--- config.mk ---
export PLATFORM = sky130hd
export DESIGN_NAME = uart_rx_frame
export DESIGN_NICKNAME = d
export VERILOG_FILES = /design/src/rtl/uart_pkg.sv /design/src/rtl/uart_baud_cnt.sv /design/src/rtl/uart_rx_frame.sv
export SDC_FILE = /design/constraint.sdc
export NUM_CORES = 1
export LEC_CHECK = 0
export CAP_MARGIN = 5
export CORE_ASPECT_RATIO = 0.6
export CORE_MARGIN = 2
export CORE_UTILIZATION = 60
export CTS_BUF_LIST = sky130_fd_sc_hd__clkbuf_8 sky130_fd_sc_hd__clkbuf_16
export DETAILED_ROUTE_END_ITERATION = 10
export DONT_BUFFER_PORTS = 1
export GPL_ROUTABILITY_DRIVEN = 0
export PLACE_DENSITY = 0.76
export SYNTH_ARGS = -nofsm -noshare
export SYNTH_HDL_FRONTEND = slang
export SYNTH_SLANG_ARGS = --single-unit
--- constraint.sdc ---
create_clock -name sys_clk -period 4.9 [get_ports sys_clk]
set_clock_uncertainty 0.15 [all_clocks]
set_input_delay 0.98 -clock sys_clk [delete_from_list [all_inputs] [get_ports sys_clk]]
set_output_delay 0.98 -clock sys_clk [all_outputs]
set_load 0.005 [all_outputs]
--- src/rtl/uart_pkg.sv ---
// Shared UART definitions: FSM state encoding and baud-period derivation,
// used by both the receiver and the companion transmitter.
package uart_pkg;

  typedef enum logic [2:0] {
    ST_IDLE,
    ST_START,
    ST_DATA,
    ST_STOP,
    ST_WAIT_HI
  } uart_state_e;

  function automatic int baud_cnt_max(input int clk_freq, input int baud);
    return clk_freq / baud;
  endfunction

  function automatic int baud_half(input int clk_freq, input int baud);
    return baud_cnt_max(clk_freq, baud) / 2;
  endfunction

endpackage

--- src/rtl/uart_baud_cnt.sv ---
// Bit-period counter: runs 0..CNT_MAX-1 while enabled, held at zero otherwise,
// with half-period and full-period terminal-count strobes.
module uart_baud_cnt #(
  parameter int CNT_MAX  = 10,
  parameter int CNT_HALF = 5
) (
  input  logic sys_clk,
  input  logic sys_rst_n,
  input  logic run_i,
  input  logic clr_i,
  output logic half_tc_o,
  output logic full_tc_o
);

  localparam int CW = $clog2(CNT_MAX);

  logic [CW-1:0] cnt_q, cnt_d;

  assign half_tc_o = run_i && (cnt_q == CW'(CNT_HALF - 1));
  assign full_tc_o = run_i && (cnt_q == CW'(CNT_MAX - 1));

  always_comb begin
    cnt_d = cnt_q + 1'b1;
    if (!run_i || clr_i || full_tc_o) cnt_d = '0;
  end

  always_ff @(posedge sys_clk or negedge sys_rst_n) begin
    if (!sys_rst_n) cnt_q <= '0;
    else            cnt_q <= cnt_d;
  end

endmodule

--- src/rtl/uart_rx_frame.sv ---
// 8N1-style UART receiver: synchronises rx, detects the start edge, samples
// mid-bit and strobes uart_flag per good frame or frame_err on a low stop bit.
module uart_rx_frame
  import uart_pkg::*;
#(
  parameter int CLK_FREQ = 50_000_000,
  parameter int BAUD     = 9600,
  parameter int D_WIDTH  = 8
) (
  input  logic               sys_clk,
  input  logic               sys_rst_n,
  input  logic               rx,
  output logic [D_WIDTH-1:0] uart_data,
  output logic               uart_flag,
  output logic               frame_err,
  output logic               rx_busy
);

  localparam int BAUD_CNT_MAX = baud_cnt_max(CLK_FREQ, BAUD);
  localparam int BAUD_HALF    = baud_half(CLK_FREQ, BAUD);
  localparam int BCW          = $clog2(D_WIDTH + 1);

  if (BAUD_CNT_MAX < 4) begin : g_baud_check
    $error("uart_rx_frame: CLK_FREQ/BAUD must be at least 4");
  end

  logic               rx_m_q, rx_s_q, rx_d_q;
  logic               fall;
  uart_state_e        state_q;
  logic [BCW-1:0]     bit_cnt_q;
  logic [D_WIDTH-1:0] shift_q;
  logic [D_WIDTH-1:0] data_q;
  logic               flag_q, err_q, busy_q;
  logic               half_tc, full_tc, cnt_run, cnt_clr;

  // Flops preset to the idle level so reset itself never looks like an edge.
  always_ff @(posedge sys_clk or negedge sys_rst_n) begin
    if (!sys_rst_n) begin
      rx_m_q <= 1'b1;
      rx_s_q <= 1'b1;
      rx_d_q <= 1'b1;
    end else begin
      rx_m_q <= rx;
      rx_s_q <= rx_m_q;
      rx_d_q <= rx_s_q;
    end
  end

  assign fall    = rx_d_q & ~rx_s_q;
  assign cnt_run = (state_q == ST_START) || (state_q == ST_DATA) || (state_q == ST_STOP);
  // Restart after the half-period so DATA/STOP samples land mid-bit.
  assign cnt_clr = ((state_q == ST_IDLE) && fall) || ((state_q == ST_START) && half_tc);

  uart_baud_cnt #(
    .CNT_MAX  (BAUD_CNT_MAX),
    .CNT_HALF (BAUD_HALF)
  ) u_baud_cnt (
    .sys_clk   (sys_clk),
    .sys_rst_n (sys_rst_n),
    .run_i     (cnt_run),
    .clr_i     (cnt_clr),
    .half_tc_o (half_tc),
    .full_tc_o (full_tc)
  );

  always_ff @(posedge sys_clk or negedge sys_rst_n) begin
    if (!sys_rst_n) begin
      state_q   <= ST_IDLE;
      bit_cnt_q <= '0;
      shift_q   <= '0;
      data_q    <= '0;
      flag_q    <= 1'b0;
      err_q     <= 1'b0;
      busy_q    <= 1'b0;
    end else begin
      flag_q <= 1'b0;
      err_q  <= 1'b0;
      unique case (state_q)
        ST_IDLE: begin
          if (fall) begin
            state_q <= ST_START;
            busy_q  <= 1'b1;
          end
        end
        ST_START: begin
          if (half_tc) begin
            if (!rx_s_q) begin
              state_q   <= ST_DATA;
              bit_cnt_q <= '0;
            end else begin
              state_q <= ST_IDLE;
              busy_q  <= 1'b0;
            end
          end
        end
        ST_DATA: begin
          if (full_tc) begin
            shift_q   <= {rx_s_q, shift_q[D_WIDTH-1:1]};
            bit_cnt_q <= bit_cnt_q + 1'b1;
            if (bit_cnt_q == BCW'(D_WIDTH - 1)) state_q <= ST_STOP;
          end
        end
        ST_STOP: begin
          if (full_tc) begin
            if (rx_s_q) begin
              data_q  <= shift_q;
              flag_q  <= 1'b1;
              state_q <= ST_IDLE;
              busy_q  <= 1'b0;
            end else begin
              err_q   <= 1'b1;
              state_q <= ST_WAIT_HI;
            end
          end
        end
        ST_WAIT_HI: begin
          if (rx_s_q) begin
            state_q <= ST_IDLE;
            busy_q  <= 1'b0;
          end
        end
        default: begin
          state_q <= ST_IDLE;
          busy_q  <= 1'b0;
        end
      endcase
    end
  end

  assign uart_data = data_q;
  assign uart_flag = flag_q;
  assign frame_err = err_q;
  assign rx_busy   = busy_q;

endmodule
Word level (Yosys, flattened, before mapping)

Cells that the tools add are included.

Flip-flop bits (word level): 42
Input bits: 3
Output and inout bits: 11

$add $sub $neg: 2
Eq/ne operators: 14
Multiplexer cells: 25
Bitwise gates (word level): 3
Reduce and logical (&&, ||, !) cells: 17

Operators with widths:

| kind                                                                    | number |
|---|---|
| 3-bit two-way mux                                                       | 7 |
| 3-bit one-hot mux with 5 select lines                                   | 1 |
| 13-bit by 1-bit adder with 13-bit output, second input constant         | 1 |
| 13-bit by 12-bit equality test with 1-bit output, second input constant | 1 |
| 13-bit equality test, second input constant                             | 1 |
| 13-bit two-way mux                                                      | 1 |
| 4-bit two-way mux                                                       | 3 |
| 1-bit two-way mux                                                       | 10 |
| 2-bit inequality test, second input constant                            | 4 |
| 4-bit one-hot mux with 2 select lines                                   | 1 |
| 4-bit AND reduction                                                     | 2 |
| 3-bit by 2-bit equality test with 1-bit output, second input constant   | 2 |
| 2-bit by 1-bit inequality test with 1-bit output, second input constant | 3 |
| 6-bit AND reduction                                                     | 1 |
| 1-bit logical OR                                                        | 5 |
| 1-bit one-hot mux with 5 select lines                                   | 1 |
| 4-bit by 1-bit adder with 4-bit output, second input constant           | 1 |
| 4-bit by 3-bit equality test with 1-bit output, second input constant   | 1 |
| 1-bit logical AND                                                       | 4 |
| 3-bit by 1-bit equality test with 1-bit output, second input constant   | 1 |
| 3-bit equality test, second input constant                              | 1 |
| 3-bit zero test                                                         | 1 |
| 3-bit AND reduction                                                     | 1 |
| 2-bit two-way mux                                                       | 1 |
| other kinds (5)                                                         | 6 |

Depth between registers and ports, before layout

Gate-level depths: netlist of the first run.

Word-level depth: 9
Gate-level depth with buffers: 7
Mapped depth without buffers: 6

Cells and area by module

From an unflattened synthesis of the first run, not the netlist that was laid out.

Cells, all modules: 167
Area total of the unflattened synthesis: 1999.4 um^2

Modules (own cells, without submodules):

| module        | times used | cells each | area an instance (um^2) |
|---|---|---|---|
| uart_rx_frame | 1          | 93         | 1255.0 |
| uart_baud_cnt | 1          | 74         | 744.5 |

Worst setup path after synthesis of the first run

OpenSTA, ideal clock, no wires.

Path type: reg-to-reg
From: reg u_baud_cnt.cnt_q[5]
To: reg data_q[0], in the netlist uart_data[0]
Library setup time: 0.128 ns
Arrival time: 2.104 ns
Data required time: 4.622 ns
Slack: 2.519 ns
Stages on the path, launching flop included: 6
Buffers on the path: 1
Period minus slack after synthesis: 2.381 ns
Path through: dfrtp_1 -> or4b_1 -> nor4_4 -> and4_1 -> buf_4 -> mux2_1

Cells in the longest elaborated chain, start to end: 3

RTL lines:

| item                                 | RTL line             | text |
|---|---|---|
| start, declared                      | uart_baud_cnt.sv:17  | `logic [CW-1:0] cnt_q, cnt_d;` |
| start signal, assigned               | uart_baud_cnt.sv:29  | `else cnt_q <= cnt_d;` |
| 13-bit equality test                 | uart_baud_cnt.sv:20  | `assign full_tc_o = run_i && (cnt_q == CW'(CNT_MAX - 1));` |
| 1-bit logical AND                    | uart_baud_cnt.sv:20  |  |
| 3-bit AND reduction (no source line) | --                   |  |
| end signal, assigned                 | uart_rx_frame.sv:106 | `data_q <= shift_q;` |
| end, declared                        | uart_rx_frame.sv:32  | `logic [D_WIDTH-1:0] data_q;` |

Every way passes these cells.
A chain may end at the register's enable or synchronous reset.

Worst setup path in the final report of the first run

From: reg u_baud_cnt.cnt_q[0]
To: reg data_q[4], in the netlist uart_data[4]

The elaborated chain is that of the path after synthesis.

==> reports/metrics.yaml, run 1 <==
status:
  outcome: "completed"
floorplanning:
  die_x_um: 76.3
  die_h_um: 47.4
  core_area_um2: 2930
  ioPinCount: 14
  row_count: 15
  initial_core_util_pct: 64.3
  dieArea_um2: 3620
sta:
  period_needed_ns: 2.72
  hold_ws_ns: 0.212
  max_clock_freq_ghz: 0.368
  period_share_pct: 55.4
  setup_viol: 0
  tns_ns: 0
  slew-limit-headroom_pct: 66.3
  grt_setup_unrepaired: "no"
  slew_viol_final: 0
  final_hold_viol_count: 0
  tightest_slew_ns: 0.502
cts:
  cts_buffers: 5
  ctsHtreeMaxLevel: 2
  post_cts_buffers: 0
  clk_latency_ns: 0.30
  cts.sinks: 42
  hold_buffers: 0
  clk_pin_slew_worst_paths_ns: 0.08
  clockBufferDepth: 2
  post_cts_resized: 0
  cts_tree: "yes"
  cts-root-buf: "clkbuf_8"
min_path:
  hp-class: "flop to flop"
  hold_depth: 0
synth:
  netlist.area_leader.share_pct: 51.8
  syn_inst: 165
  synth_cell_type_count: 41
  synth_edf_count: 0
  yosysWarnings: 0
  synth_top_family_by_area: "simple AND/OR/NAND/NOR gates"
  ys_seq_elements: 42
  syn_area_um2: 1880
  synth-simple-area-share_pct: 21.5
  synth_xor_area_share_pct: 5.12
  synth.mux.area_fraction_pct: 10.1
  synth_largest_area_cell: "dfrtp_1"
  ys_async_sr_fraction_pct: 100
  synth_adder_area_share_pct: 1.33
  synth-seq-area-share_pct: 56.0
  synth_compound_area_share_pct: 3.65
  synth_flop_cell: "dfrtp_1"
  synth_area_leaders: "dfrtp_1, mux2_1, mux2_2"
  postSynthAreaPerCell_um2: 11.4
  synthesis.nets: 170
drt:
  wl_um: 3230
  dr.first_iter.drc_count: 35
  drc_errors: 0
  vias: 1208
  viasPerCell: 5.75
  wl_per_cell_um: 15.4
  drt_first_pass_iters: 4
  drtAntennaViolNets: 0
setup_path:
  r2r_cells: 5
  path_delay_family: "simple AND/OR/NAND/NOR gates"
  arrival_ns: 2.75
  slowest_delay_ns: 0.54
  crit_path_cell_trace: "ha_1 > or4bb_1 > nor4_4 > and4_1 > mux2_1"
  critPathLaunchType: "flop"
  path_class: "flop to flop"
  end_kind: "flop"
  cp_data_required_time_ns: 4.93
  worstPathMaxFanout: 10
  path_depth: 5
  critPathBufInv: 0
  critPathSlowestCell: "and4_1"
global_routing:
  grt_pass1_vias: 1142
  grt_first_pass_wirelength_um: 5350
  grt_max_degree: 43
  antenna_found_initial: 0
  grt_use_total_pct: 20.1
  grt_overflow: 0
power:
  clkPwrFrac_pct: 30.8
  p_sw_mw: 0.194
  peakVddDrop_v: 0.000272
  swShare_pct: 27.4
  combPwrFrac_pct: 10.9
  power_density_nw_per_um2: 356
  p_int_mw: 0.516
  seq_power_share_pct: 58.3
  total_leakage_power_nw: 0.966
cells_and_area:
  area_growth_pct: 5.91
  drive_gt1_share_pct: 14.3
  nNetsFinal: 172
  area.sequential_um2: 1050
  multi_input_area_um2: 786
  fillers: 228
  antenna_cells: 0
placement:
  dp_hpwl_um: 2270
  port_buffers: 0
run:
  cap_violations: 0
final cells by class:
class / instances / area share, %
tap: 42 / 2.63
multi-input combinational: 115 / 39.4
clock buffer: 5 / 3.45
inverter: 3 / 0.565
sequential: 42 / 52.9
clock inverter: 3 / 1.07
cells in the final DEF, fill, tap and decap left out, drive strengths merged, types with 2 or more instances in the layout:
cell type	n
dfrtp	39
nor2	23
mux2	16
nand2	13
nand3	11
xor2	6
xnor2	5
clkbuf	5
and3	4
inv	3
and2	3
o21ai	3
a21oi	3
dfstp	3
or4b	3
nand4b	2
nand4	2
nor2b	2
nand2b	2
ha	2
nor4	2
clkinv	2
Yosys cell counts, types with 2 or more instances:
master,number
dfrtp_1,39
nor2_1,23
nand2_1,12
nand3_1,11
mux2_1,8
mux2_2,8
xor2_1,6
xnor2_1,5
and3_1,4
a21oi_1,3
and2_1,3
dfstp_2,3
inv_1,3
o21ai_0,3
clkbuf_1,2
ha_1,2
nand2b_1,2
nand4_1,2
nand4b_1,2
nor2b_1,2
or4b_2,2
worst reg2reg max path: cells and delay by family (launching register included):
family        cells  cell delay [ns]
simple gates      3             1.41
fa+ha+maj         1             0.28
flops             1             0.40
mux               1             0.38
state kept, by name, indices dropped and copies added, names as in the netlist, 3 cells and up:
name,flops
u_baud_cnt.cnt_q,13
shift_q,8
state_q,3
uart_data,8
bit_cnt_q,4
power by group through the flow:
stage	sequential [mW]	clock, mW	combinational [mW]
floorplan	0.409	0	0.0646
global placement	0.416	0	0.0728
detailed placement	0.419	0	0.0775
CTS	0.413	0.226	0.0780
global route	0.420	0.241	0.0876
finish	0.414	0.219	0.0772
per-layer routing:
metal,track usage [%],vias up,routed length [um]
met5,0,-,0
met1,27.0,601,1570
met2,28.8,28,1420
met3,9.62,6,206
met4,7.64,0,35
li1,-,573,-
worst paths after layout:
kind	slack, ns	start	to
worst max-delay path	2.18	u_baud_cnt.cnt_q[0]	uart_data[4]
worst min-delay path	0.21	rx_m_q	rx_s_q
worst max register to register	2.18	u_baud_cnt.cnt_q[0]	uart_data[4]
worst min register to register	0.21	rx_m_q	rx_s_q
max in group asynchronous	4.20	sys_rst_n	rx_d_q
min in group asynchronous	0.22	sys_rst_n	uart_data[6]
metrics by stage:
stage                     std cells  util [%]  total power, mW  cell area [um2]  setup WS [ns]
after floorplan                 165         -            0.473             1880           2.52
after global placement          202      65.0            0.489             1900           2.29
after global routing            210      68.1            0.748             1990           2.01
final                           210      68.1            0.710             1990           2.18
after detailed placement        202      65.0            0.497             1900           2.18
after CTS                       210      68.1            0.717             1990           2.18
kinds of logic after synthesis:
| logic type | Yosys count |
|---|---|
| simple gates | 74 |
| flops | 42 |
| mux | 17 |
| compound gates | 11 |
| xor+xnor | 11 |
| buf+inv | 8 |
| fa+ha+maj | 2 |
No activity file was read; power rests on OpenSTA's default activity.
==> run 2, diff against run 1 <==
--- a/config.mk
+++ b/config.mk
@@ -8,12 +8,12 @@
 export CAP_MARGIN = 5
 export CORE_ASPECT_RATIO = 0.6
 export CORE_MARGIN = 2
-export CORE_UTILIZATION = 60
+export CORE_UTILIZATION = 55
 export CTS_BUF_LIST = sky130_fd_sc_hd__clkbuf_8 sky130_fd_sc_hd__clkbuf_16
 export DETAILED_ROUTE_END_ITERATION = 10
 export DONT_BUFFER_PORTS = 1
 export GPL_ROUTABILITY_DRIVEN = 0
-export PLACE_DENSITY = 0.76
+export PLACE_DENSITY = 0.73
 export SYNTH_ARGS = -nofsm -noshare
 export SYNTH_HDL_FRONTEND = slang
 export SYNTH_SLANG_ARGS = --single-unit
==> constraint.sdc (replaced) <==
create_clock -name sys_clk -period 2.3 [get_ports sys_clk]
set_clock_uncertainty 0.15 [all_clocks]
set_input_delay 0.46 -clock sys_clk [delete_from_list [all_inputs] [get_ports sys_clk]]
set_output_delay 0.46 -clock sys_clk [all_outputs]
set_load 0.005 [all_outputs]
==> run 2 against run 1 <==
  * The run now ends with setup timing left
  * Maximum frequency up 17%
  * Global-route usage up 0.74 points
  * Clock power up 120%
  * Wire length up 14%
  * Sequential share of layout area down 6.8 points
  * Register-to-register slack worse by 2.2 ns
  * Highest routed layer unchanged
==> reports/metrics.yaml, run 2 (synthesis results as in run 1) <==
status:
  outcome: "finished with violations"
  violations: "setup timing"
min_path:
  holdPathEnd: "rx_s_q"
  hold_depth: 0
  hp-start: "rx_m_q"
  hp-class: "flop to flop"
power:
  total_leakage_power_nw: 1.12
  power_density_nw_per_um2: 743
  power_mw: 1.70
  peakVddDrop_v: 0.000485
setup_path:
  path_class: "flop to flop"
  r2r_cells: 7
  rr_endpoint: "uart_data[3]"
  critPathLaunchType: "flop"
  reg2reg_slack_ns: -0.02
  rr_startpoint: "u_baud_cnt.cnt_q[0]"
  cp_data_required_time_ns: 2.33
  worstPathMaxFanout: 4
  end_kind: "flop"
  arrival_ns: 2.36
cells_and_area:
  area_growth_pct: 21.5
  final_cell_mix: "dfrtp_1, nor2_1, buf_4"
  final_common_cell: "dfrtp_1"
  largest_reg_flops: 13
  layout.cells.non_filler: 235
  antenna_cells: 0
  regMostFlops: "u_baud_cnt.cnt_q"
  drive_gt1_share_pct: 30.5
  nNetsFinal: 194
  finalInstanceArea_um2: 2290
global_routing:
  antenna_found_initial: 0
  grt_overflow: 0
  grt_max_degree: 43
  grt_first_pass_wirelength_um: 6180
  grt_pass1_vias: 1293
  grt_use_total_pct: 20.8
drt:
  drtAntennaViolNets: 0
  drc_errors: 0
  dr.first_iter.drc_count: 77
  wl_um: 3700
  vias: 1319
  viasPerCell: 5.61
  wl_per_cell_um: 15.7
  drt_first_pass_iters: 4
floorplanning:
  core_area_um2: 3260
  die_x_um: 79.5
  dieArea_um2: 3920
  ioPinCount: 14
  die_h_um: 49.3
  initial_core_util_pct: 57.7
  row_count: 16
placement:
  port_buffers: 0
  post-place-ws_ns: -0.0555
  place_area_um2: 2040
  dp_cells: 220
  dp_hpwl_um: 2390
sta:
  max_clock_freq_ghz: 0.430
  grt_setup_unrepaired: "yes"
  hold_ws_ns: 0.214
  tightest_slew_ns: 0.436
  setup_viol: 6
  slew_viol_final: 0
  final_hold_viol_count: 0
  period_needed_ns: 2.32
  slew-limit-headroom_pct: 70.8
  period_share_pct: 101
  worst_slack_ns: -0.0242
cts:
  clk_latency_ns: 0.30
  cts.sinks: 42
  clk_pin_slew_worst_paths_ns: 0.08
  cts-root-buf: "clkbuf_8"
  ctsHtreeMaxLevel: 2
  cts_tree: "yes"
  clockBufferDepth: 2
  cts_buffers: 5
run:
  cap_violations: 0
## run 2: cell types whose count changed in the layout (fill, tap and decap cells not counted), sizes merged
| cell | delta |
|---|---|
| dlygate4sd3 | +2 |
| clkbuf | +1 |
| buf | +19 |
## run 2: timing repair
item | 4_1_cts | 5_1_grt
pin swaps | 4 | 4
hold buffers | 3 | 0
cloned | 0 | 1
gates resized for setup | 9 | 11
hold endpoints to repair | 43 | 0
setup endpoints to repair | 33 | 35
buffers inserted | 1 | 2
## run 2: cell type report
class | instances | area, um2
clock inverters | 3 | 21.3
flip-flops and latches | 42 | 1050
fillers | 204 | 975
clock buffers | 5 | 68.8
repair buffers | 22 | 216
inverters | 3 | 11.3
well taps | 45 | 56.3
multi-input cells | 115 | 860
## run 2: worst max path at each step
stage                         from                   to  slack [ns]
6_report       u_baud_cnt.cnt_q[0]         uart_data[3]       -0.02
5_1_grt        u_baud_cnt.cnt_q[0]         uart_data[3]       -0.07
4_1_cts        u_baud_cnt.cnt_q[0]         uart_data[5]       -0.01
3_5_place_dp   u_baud_cnt.cnt_q[0]  u_baud_cnt.cnt_q[7]       -0.06
3_3_place_gp   u_baud_cnt.cnt_q[1]         bit_cnt_q[0]       0.001
2_1_floorplan  u_baud_cnt.cnt_q[3]         uart_data[0]       -0.02
## run 2: routing by layer
metal / wire, um / up-vias / share of wire, % / GRT usage [%]
met5: 0 / - / 0 / 0
met4: 39 / 0 / 1.1 / 7.76
met3: 189 / 6 / 5.1 / 6.30
met2: 1660 / 43 / 45 / 30.7
met1: 1810 / 644 / 49 / 29.1
li1: - / 626 / - / -
## run 2: critical path, stage by stage (launching register included)
cell and delay (ns):
dfrtp_1 0.41, ha_4 0.16, buf_6 0.09, or4bb_4 0.46
nor4_4 0.19, and4_4 0.31, clkbuf_16 0.15, mux2_4 0.29
## run 2: power breakdown
part	internal [mW]	total, mW	switching [mW]
Sequential	0.803	0.860	0.0564
Clock	0.213	0.481	0.268
Combinational	0.198	0.358	0.161
Total	1.21	1.70	0.485
## run 2: through the flow
stage                     setup TNS (ns)  util, %
after floorplan                   -0.151        -
after global placement                 0     62.4
after detailed placement          -0.680     62.4
after CTS                        -0.0491     67.6
after global routing              -0.740     70.1
final                            -0.0743     70.1
==> run 3, diff against run 2 <==
--- a/config.mk
+++ b/config.mk
@@ -13,6 +13,7 @@
 export DETAILED_ROUTE_END_ITERATION = 10
 export DONT_BUFFER_PORTS = 1
 export GPL_ROUTABILITY_DRIVEN = 0
+export GPL_TIMING_DRIVEN = 0
 export PLACE_DENSITY = 0.73
 export SYNTH_ARGS = -nofsm -noshare
 export SYNTH_HDL_FRONTEND = slang
==> run 3 against run 2 <==
  * The run still ends with setup timing left
  * Maximum frequency about the same
  * Sequential power is 1% higher
  * Non-clock buffer count unchanged
  * Register-to-register slack about the same
  * Die area did not move
  * Hold slack got worse by 0.0050 ns
  * Sequential share of layout area is 0.75 points higher
  * Highest routed layer unchanged
==> reports/metrics.yaml, run 3 (synthesis results as in run 1) <==
floorplanning:
  dieArea_um2: 3920
  ioPinCount: 14
  die_x_um: 79.5
  initial_core_util_pct: 57.7
  die_h_um: 49.3
  core_area_um2: 3260
  row_count: 16
setup_path:
  rr_endpoint: "uart_data[5]"
  path_class: "flop to flop"
  slowest_delay_ns: 0.47
  arrival_ns: 2.35
  cpMostUsedCell: "buf_6"
  r2r_cells: 6
  critPathLaunchType: "flop"
  end_kind: "flop"
  critPathSlowestCell: "or4b_4"
  startpoint: "u_baud_cnt.cnt_q[6]"
  reg2reg_slack_ns: -0.02
  worstPathMaxFanout: 5
  crit_path_cell_trace: "buf_6 > or4b_4 > nor4_4 > and4_4 > buf_6 > mux2_1"
  cp_data_required_time_ns: 2.33
  rr_startpoint: "u_baud_cnt.cnt_q[6]"
sta:
  final_hold_viol_count: 0
  worst_slack_ns: -0.0242
  period_share_pct: 101
  period_needed_ns: 2.32
  tightest_slew_ns: 0.434
  slew_viol_final: 0
  grt_setup_unrepaired: "yes"
  slew-limit-headroom_pct: 71.1
  max_clock_freq_ghz: 0.430
  setup_viol: 7
  tns_ns: -0.135
cts:
  cts.sinks: 42
  clk_latency_ns: 0.29
  cts_tree: "yes"
  cts-root-buf: "clkbuf_8"
  clk_pin_slew_worst_paths_ns: 0.08
  cts_buffers: 5
  clockBufferDepth: 2
  ctsHtreeMaxLevel: 2
cells_and_area:
  area_growth_pct: 19.7
  final_cell_mix: "dfrtp_1, nor2_1, buf_4"
  nNetsFinal: 194
  final_common_cell: "dfrtp_1"
  fillers: 225
  antenna_cells: 0
  drive_gt1_share_pct: 25.8
  largest_reg_flops: 13
  regMostFlops: "u_baud_cnt.cnt_q"
drt:
  drtAntennaViolNets: 0
  dr.first_iter.drc_count: 73
  drc_errors: 0
  drt_first_pass_iters: 5
  wl_per_cell_um: 15.9
  wl_um: 3750
  viasPerCell: 5.54
  vias: 1303
power:
  power_density_nw_per_um2: 786
  seq_power_share_pct: 49.1
  combPwrFrac_pct: 19.0
  p_sw_mw: 0.463
  swShare_pct: 26.1
  total_leakage_power_nw: 1.10
  p_int_mw: 1.31
  peakVddDrop_v: 0.000461
  clkPwrFrac_pct: 31.9
global_routing:
  grt_first_pass_wirelength_um: 6130
  grt_pass1_vias: 1337
  grt_use_total_pct: 20.5
  antenna_found_initial: 0
  grt_max_degree: 43
  grt_overflow: 0
min_path:
  hold_depth: 0
  holdPathEnd: "rx_s_q"
  hp-class: "flop to flop"
  hp-start: "rx_m_q"
status:
  outcome: "finished with violations"
  violations: "setup timing"
placement:
  port_buffers: 0
  dp_hpwl_um: 2330
  post-place-ws_ns: -0.255
run:
  cap_violations: 0
==> run 3: cell count changes in the layout (fill, tap and decap cells not counted), moves of 2 or more <==
cell      before  now
clkbuf_1       0    2
mux2_1         0    7
buf_6          1    4
mux2_4         8    1
buf_4         16   13
==> run 3: how the worst max path moves through the flow <==
stage	to	slack, ns
2_1_floorplan	uart_data[0]	-0.02
3_3_place_gp	uart_data[6]	-0.24
3_5_place_dp	u_baud_cnt.cnt_q[5]	-0.25
4_1_cts	uart_data[1]	-0.05
5_1_grt	uart_data[7]	-0.08
6_report	uart_data[5]	-0.02
==> run 3: final cells by class <==
type	count	area, um2	area share, %
clock buffers	5	68.8	3.05
inverters	3	11.3	0.499
clock inverters	3	41.3	1.83
repair buffers	17	149	6.60
multi-input cells	115	831	36.8
flip-flops and latches	42	1060	46.8
well taps	45	56.3	2.50
plain buffers	5	41.3	1.83
==> run 3: repair_timing <==
item / in CTS / in global routing
hold endpoints to repair: 43 / 0
gates cloned: 0 / 1
setup endpoints to repair: 34 / 28
hold buffers: 3 / 0
pin swaps: 5 / 6
resized for setup: 8 / 9
buffers inserted: 9 / 4
==> run 3: per-stage QoR <==
stage	power [mW]	hold WS [ns]	cells	util (%)	area, um2
global placement	1.05	0.0151	210	59.7	1950
detailed placement	1.06	0.0150	210	59.7	1950
finish	1.77	0.209	235	69.1	2250
floorplan	1.01	0.0144	165	-	1890
CTS	1.73	0.211	230	67.3	2200
global route	1.86	0.218	235	69.1	2250
==> run 3: metal layers <==
metal	track usage (%)	wire, um
met5	0	0
met4	8.33	14
met1	28.3	1800
met3	6.11	202
met2	30.3	1730
==> run 3: power by group through the flow <==
stage / Combinational [mW] / Clock (mW) / Sequential (mW)
floorplan: 0.141 / 0 / 0.872
global placement: 0.156 / 0 / 0.893
detailed placement: 0.164 / 0 / 0.898
CTS: 0.287 / 0.578 / 0.868
global route: 0.370 / 0.616 / 0.877
finish: 0.336 / 0.565 / 0.871
==> run 3: critical path: cells and delay by family, from the launching register on <==
| family | cells | cell delay, ns |
|---|---|---|
| buffers and inverters | 2 | 0.25 |
| flip-flops | 1 | 0.38 |
| multiplexers | 1 | 0.32 |
| AND/OR/NAND/NOR | 3 | 1.11 |
